$ cat config.mk
export PLATFORM = sky130hd
export DESIGN_NAME = ripple_count_capture_flat
export DESIGN_NICKNAME = d
export VERILOG_FILES = /design/src/rtl/ripple_capture_pkg.sv /design/src/rtl/ripple_count_capture_if.sv /design/src/rtl/ripple_count_capture_sync_filter.sv /design/src/rtl/ripple_count_capture.sv /design/src/flat_wrapper.sv
export SDC_FILE = /design/constraint.sdc
export NUM_CORES = 1
export LEC_CHECK = 0
export BUFFER_PORTS_ARGS = -buffer_cell sky130_fd_sc_hd__buf_2
export CAP_MARGIN = 10
export CORE_ASPECT_RATIO = 1.1
export CORE_MARGIN = 5
export CORE_UTILIZATION = 58
export DETAILED_ROUTE_END_ITERATION = 10
export GPL_ROUTABILITY_DRIVEN = 0
export GPL_TIMING_DRIVEN = 0
export PLACE_DENSITY = 0.79
export SLEW_MARGIN = 20
export SYNTH_ARGS = -nofsm -noshare
export SYNTH_HDL_FRONTEND = slang
export SYNTH_SLANG_ARGS = --single-unit
$ cat constraint.sdc
create_clock -name clock -period 3.55 [get_ports clock]
set_input_delay 0.71 -clock clock [delete_from_list [all_inputs] [get_ports clock]]
set_output_delay 0.71 -clock clock [all_outputs]
set_load 0.1 [all_outputs]
$ cat src/rtl/ripple_capture_pkg.sv
// Shared types and constants for the ripple-counter capture block.
// Holds the capture FSM states and the saturating increment helper.
package ripple_capture_pkg;

  localparam int COUNT_W   = 4;
  localparam int DELTA_W   = 8;
  localparam int DELTA_MAX = 255;

  typedef enum logic [1:0] {
    INIT,
    TRACK,
    PEND
  } cap_state_t;

  // One bit wider than delta so the caller can see saturation.
  function automatic logic [DELTA_W:0] delta_add(input logic [DELTA_W-1:0] acc,
                                                 input logic [COUNT_W-1:0] step);
    return {1'b0, acc} + {{(DELTA_W + 1 - COUNT_W){1'b0}}, step};
  endfunction

endpackage

$ cat src/rtl/ripple_count_capture_if.sv
// Valid/ready channel carrying pending counter increments to a reader.
interface ripple_count_capture_if;
  import ripple_capture_pkg::*;

  logic               delta_valid;
  logic [DELTA_W-1:0] delta;
  logic               delta_ready;

  modport master (output delta_valid, output delta, input delta_ready);
  modport slave  (input delta_valid, input delta, output delta_ready);

endinterface

$ cat src/rtl/ripple_count_capture_sync_filter.sv
// Two-flop synchronizer for the ripple count plus a stability filter that
// pulses accept once per run of STABLE_CYCLES identical samples.
module count_sync_filter
  import ripple_capture_pkg::*;
#(
  parameter int STABLE_CYCLES = 2
) (
  input  logic               clock,
  input  logic               reset,
  input  logic               enable,
  input  logic [COUNT_W-1:0] count_in,
  output logic               accept,
  output logic [COUNT_W-1:0] value
);

  localparam logic [3:0] RUN_MAX = 4'(STABLE_CYCLES);

  logic [COUNT_W-1:0] s1, s2;
  logic [3:0]         run, run_next;
  logic               fresh, accept_next;

  // NOTE: every always_comb output gets a default first so no path can infer a latch.
  always_comb begin
    fresh    = (s1 != s2);
    run_next = run;
    if (!enable)              run_next = '0;
    else if (fresh)           run_next = 4'd1;
    else if (run != RUN_MAX)  run_next = run + 4'd1;
    // A fresh run can land on RUN_MAX immediately when STABLE_CYCLES is 1.
    accept_next = enable && (run_next == RUN_MAX) && (fresh || (run != RUN_MAX));
  end

  // NOTE: sequential state uses non-blocking assignments so s2 samples the old s1.
  always_ff @(posedge clock or negedge reset) begin
    if (!reset) begin
      s1     <= '0;
      s2     <= '0;
      run    <= '0;
      accept <= 1'b0;
    end else begin
      s1     <= count_in;
      s2     <= s1;
      run    <= run_next;
      accept <= accept_next;
    end
  end

  // s2 updates on the same edge as accept, so it already holds the accepted value.
  assign value = s2;

endmodule

$ cat src/rtl/ripple_count_capture.sv
// Turns filtered ripple-counter values into mod-16 increments, accumulates a
// running total and offers coalesced increments over a valid/ready channel.
module ripple_count_capture
  import ripple_capture_pkg::*;
#(
  parameter int TOTAL_W       = 16,
  parameter int STABLE_CYCLES = 2
) (
  input  logic                clock,
  input  logic                reset,
  input  logic [COUNT_W-1:0]  count_in,
  input  logic                enable,
  input  logic                clear,
  ripple_count_capture_if.master handshake,
  output logic [TOTAL_W-1:0]  total,
  output logic                overflow,
  output logic                lost
);

  logic               accept;
  logic [COUNT_W-1:0] value;

  count_sync_filter #(.STABLE_CYCLES(STABLE_CYCLES)) u_filter (
    .clock    (clock),
    .reset    (reset),
    .enable   (enable),
    .count_in (count_in),
    .accept   (accept),
    .value    (value)
  );

  cap_state_t         state_q, state_n;
  logic [COUNT_W-1:0] base_q, base_n;
  logic [TOTAL_W-1:0] total_q, total_n;
  logic [DELTA_W-1:0] delta_q, delta_n;
  logic               valid_q, valid_n;
  logic               ovf_q, ovf_n;
  logic               lost_q, lost_n;

  logic [COUNT_W-1:0] step;
  logic               take_step, xfer;
  logic [TOTAL_W:0]   total_sum;
  logic [DELTA_W:0]   delta_sum;

  always_comb begin
    step      = value - base_q;
    take_step = accept && (step != '0) && (state_q != INIT);
    xfer      = valid_q && handshake.delta_ready;
    total_sum = {1'b0, total_q} + {{(TOTAL_W + 1 - COUNT_W){1'b0}}, step};
    delta_sum = delta_add(delta_q, step);

    state_n = state_q;
    base_n  = base_q;
    total_n = total_q;
    delta_n = delta_q;
    valid_n = valid_q;
    ovf_n   = ovf_q;
    lost_n  = lost_q;

    if (clear) begin
      state_n = INIT;
      base_n  = '0;
      total_n = '0;
      delta_n = '0;
      valid_n = 1'b0;
      ovf_n   = 1'b0;
      lost_n  = 1'b0;
    end else begin
      if (take_step) begin
        base_n  = value;
        total_n = total_sum[TOTAL_W-1:0];
        if (total_sum[TOTAL_W]) ovf_n = 1'b1;
      end
      case (state_q)
        INIT: begin
          if (accept) begin
            base_n  = value;
            state_n = TRACK;
          end
        end
        TRACK: begin
          if (take_step) begin
            delta_n = {{(DELTA_W - COUNT_W){1'b0}}, step};
            valid_n = 1'b1;
            state_n = PEND;
          end
        end
        PEND: begin
          if (take_step && xfer) begin
            // The old increment leaves this cycle; the new step starts fresh.
            delta_n = {{(DELTA_W - COUNT_W){1'b0}}, step};
          end else if (take_step) begin
            if (delta_sum > (DELTA_W + 1)'(DELTA_MAX)) begin
              delta_n = DELTA_W'(DELTA_MAX);
              lost_n  = 1'b1;
            end else begin
              delta_n = delta_sum[DELTA_W-1:0];
            end
          end else if (xfer) begin
            delta_n = '0;
            valid_n = 1'b0;
            state_n = TRACK;
          end
        end
        default: state_n = INIT;
      endcase
    end
  end

  always_ff @(posedge clock or negedge reset) begin
    if (!reset) begin
      state_q <= INIT;
      base_q  <= '0;
      total_q <= '0;
      delta_q <= '0;
      valid_q <= 1'b0;
      ovf_q   <= 1'b0;
      lost_q  <= 1'b0;
    end else begin
      state_q <= state_n;
      base_q  <= base_n;
      total_q <= total_n;
      delta_q <= delta_n;
      valid_q <= valid_n;
      ovf_q   <= ovf_n;
      lost_q  <= lost_n;
    end
  end

  assign handshake.delta_valid = valid_q;
  assign handshake.delta       = delta_q;
  assign total                 = total_q;
  assign overflow              = ovf_q;
  assign lost                  = lost_q;

endmodule

$ cat src/flat_wrapper.sv
// flat-port wrapper written by rule: the top's interface ports become plain ports
module ripple_count_capture_flat import ripple_capture_pkg::*;
#(
  parameter int TOTAL_W       = 16,
  parameter int STABLE_CYCLES = 2
)
  (clock, reset, count_in, enable, clear, total, overflow, lost, handshake_delta_valid, handshake_delta, handshake_delta_ready);
  ripple_count_capture_if handshake_i ();
  input  logic clock;
  input  logic reset;
  input  logic [COUNT_W-1:0] count_in;
  input  logic enable;
  input  logic clear;
  output logic [TOTAL_W-1:0] total;
  output logic overflow;
  output logic lost;
  output wire logic [$bits(handshake_i.delta_valid)-1:0] handshake_delta_valid;
  output wire logic [$bits(handshake_i.delta)-1:0] handshake_delta;
  input wire logic [$bits(handshake_i.delta_ready)-1:0] handshake_delta_ready;
  assign handshake_delta_valid = handshake_i.delta_valid;
  assign handshake_delta = handshake_i.delta;
  assign handshake_i.delta_ready = handshake_delta_ready;
  ripple_count_capture #(.TOTAL_W(TOTAL_W), .STABLE_CYCLES(STABLE_CYCLES)) u_core (.clock(clock), .reset(reset), .count_in(count_in), .enable(enable), .clear(clear), .handshake(handshake_i), .total(total), .overflow(overflow), .lost(lost));
endmodule
==> qor.csv <==
stage;metric;value;unit
timing;max_slew_margin;48.44;%
layout;drive_gt1_share;18.01;%
global_route;grt_pass1_wl;10.44;mm
floorplanning;core;4684;um^2
floorplanning;die_w;76.53;um
timing;tns;0;ns
timing;drv_slew;0;
clock_network;clk_path_buf_depth;2;
routing;drc;0;
worst_hold_path;holdPathStages;0;
flow_run;max_cap_viol_count;0;
worst_hold_path;hold_class;reg -> reg;
clock_network;cts_resized;0;
layout;nNetsFinal;347;
synth;syn-num-nets;306;
floorplanning;dieArea;6366;um^2
routing;wl_per_cell;15.97;um
routing;wl;6.036;mm
clock_network;cts.sink_count;46;
synth;synthesis.instances;280;
synth;async_flop_share;100.0;%
clock_network;hold_buffers;0;
setup_path;crit_path_start_kind;flop;
global_route;overflow;0;
clock_network;cts_buffers;5;
timing;finalClockSkew;0.01273;ns
floorplanning;initial_core_util;60.28;%
synth;synth-edff-count;0;
synth;yosysUniqueCellTypes;61;
clock_network;cts_root_buf;clkbuf_8;
setup_path;critPathArrivalTime;3.45;ns
routing;vias;2298;
clock_network;cts_tree;built;
timing;finalHoldViolCount;0;
timing;setup_viol;0;
global_route;grt_max_degree;47;
global_route;grt_use_total;19.55;%
worst_hold_path;holdPathEnd;u_core.u_filter.value[1]$_DFF_PN0_;
synth;yosysWarnings;0;
clock_network;htree_num_levels;2;
setup_path;r2r_start;u_core.u_filter.value[2]$_DFF_PN0_;
power;peakVddDrop;273.2;uV
placed_design;dpl.hpwl;4.312;mm
setup_path;required;3.74;ns
setup_path;reg2reg_setup_slack;0.28;ns
clock_network;insertion_delay;0.30;ns
layout;layout_commonest_cell;dfrtp_1;
clock_network;clkTransAtPathRegs;0.07;ns
routing;drt_iter0_markers;127;
floorplanning;num_io_pins;36;
synth;yosysSeqAreaShare;40.76;%
synth;ys_ff_latch;46;
clock_network;post_cts_buffers;0;
setup_path;cp-end-kind;flop;
placed_design;io_buffers;34;
synth;ys.flop_type;dfrtp_1;
setup_path;worstRegToRegCells;10;
setup_path;r2r-end;u_core.total[12]$_DFFE_PN0P_;
global_route;antenna_found_initial;0;
power;power_density;321.9;nW/um^2
timing;finalCritPeriodShare;92.01;%
timing;rsz0062_at_grt;false;
timing;tightest_slew;0.7688;ns
global_route;grt_pass1_vias;2205;
power;p_leak;1.455;nW
layout;area_growth;12.36;%
layout;nFillCells;389;
floorplanning;chipHeight;83.19;um
layout;final_cell_mix;dfrtp_1 (46), buf_2 (35), a21oi_1 (19);
worst_hold_path;hold_start;u_core.u_filter.s1[1]$_DFF_PN0_;
routing;ant_nets;0;
layout;num_antenna_cells;0;
power;fin_total_pwr;1.021;mW
setup_path;path_class;reg -> reg;
routing;drt-vias-per-instance;6.079;
setup_path;cp_max_fo;10;
synth;syn_area;2824;um^2
timing;fmax;306.2;MHz
synth;synth.avg_cell_area;10.09;um^2
timing;fin_crit;3.266;ns
routing;drtPass1Iterations;5;
run_status;status;finished clean;
floorplanning;rows;26;
## worst max path at each step
stage / startpoint / endpoint / slack, ns / cells after the start
final: u_core.u_filter.value[2]$_DFF_PN0_ / u_core.total[12]$_DFFE_PN0P_ / 0.28 / 10
after detailed placement: u_core.u_filter.value[0]$_DFF_PN0_ / u_core.total[6]$_DFFE_PN0P_ / 0.35 / 12
after global placement: u_core.u_filter.value[0]$_DFF_PN0_ / u_core.handshake.delta[2]$_DFFE_PN0P_ / 0.42 / 10
after global routing: u_core.u_filter.value[0]$_DFF_PN0_ / u_core.total[6]$_DFFE_PN0P_ / 0.09 / 12
after CTS: u_core.u_filter.value[2]$_DFF_PN0_ / u_core.total[6]$_DFFE_PN0P_ / 0.31 / 10
after floorplan: u_core.u_filter.value[0]$_DFF_PN0_ / u_core.handshake.delta[2]$_DFFE_PN0P_ / 0.70 / 10
## critical path: stages (launching register included)
cell and delay (ns):
dfrtp_1 0.41, ha_1 0.40, and3b_4 0.25, nor3_4 0.44, or2_2 0.25, ha_1 0.27
o21a_1 0.12, nor2_1 0.28, clkbuf_1 0.39, nor4_1 0.15, o21a_1 0.19
## synth_stat cells (7+ instances only)
library cell	instances	area, um^2
o21ai_0	7	35.03
o31ai_1	8	60.06
nor2_1	17	63.81
or4_1	8	60.06
nand2_1	17	63.81
dfrtp_1	46	1151
nand3_1	7	35.03
clkbuf_1	7	26.28
xor2_1	8	70.07
inv_1	17	63.81
ha_1	14	175.2
a21oi_1	19	95.09
## final cells by class
| type | instances | area (um^2) | area share, % |
|---|---|---|---|
| Buffer | 11 | 55.05 | 1.735 |
| Clock buffer | 7 | 76.32 | 2.405 |
| Clock inverter | 1 | 30.03 | 0.9464 |
| Inverter | 17 | 63.81 | 2.011 |
| Multi-Input combinational cell | 206 | 1554 | 48.97 |
| Sequential cell | 46 | 1151 | 36.28 |
| Tap cell | 56 | 70.07 | 2.208 |
| Timing Repair Buffer | 34 | 172.7 | 5.442 |
## cells by family after synthesis
kind of cell             synth area share, %
multiplexers                           3.057
flip-flops                             40.76
AO/OA/AOI/OAI                          22.20
XOR/XNOR                               3.988
adder cells (fa/ha/maj)                8.330
AND/OR/NAND/NOR                        17.46
buffers and inverters                  4.209
## flip-flops by register name, indices dropped and copies added, names as in the netlist
signal and flops:
u_core.u_filter.accept 1, u_core.u_filter.value 4, u_core.handshake.delta 8, u_core.overflow 1, u_core.state_q 2, u_core.total 16
u_core.u_filter.run 4, u_core.u_filter.s1 4, u_core.lost 1, u_core.handshake.delta_valid 1, u_core.base_q 4
## per-layer routing
metal	vias up	wire [um]	global-route usage (%)
met4	0	72	5.405
met1	1106	2688	26.60
met3	8	247	3.788
li1	1123	-	-
met2	61	3028	31.78
met5	-	0	0
## metrics by stage
stage,util [%],cell area [um^2],hold WS (ns),cells,setup slack (ns)
detailed placement,65.41,3064,0.3792,370,0.3502
CTS,67.68,3171,0.3975,378,0.3108
global placement,65.41,3064,0.3757,370,0.4179
global route,67.74,3173,0.4156,378,0.09119
finish,67.74,3173,0.3934,378,0.2838
floorplan,-,2824,0.3715,280,0.6981
## report_power, final
group	leakage [nW]	switching (mW)	internal [mW]
Sequential	0.621	0.00732	0.531
Clock	0.0524	0.172	0.211
Combinational	0.781	0.0673	0.0338
(Power assumes the default switching activity.)
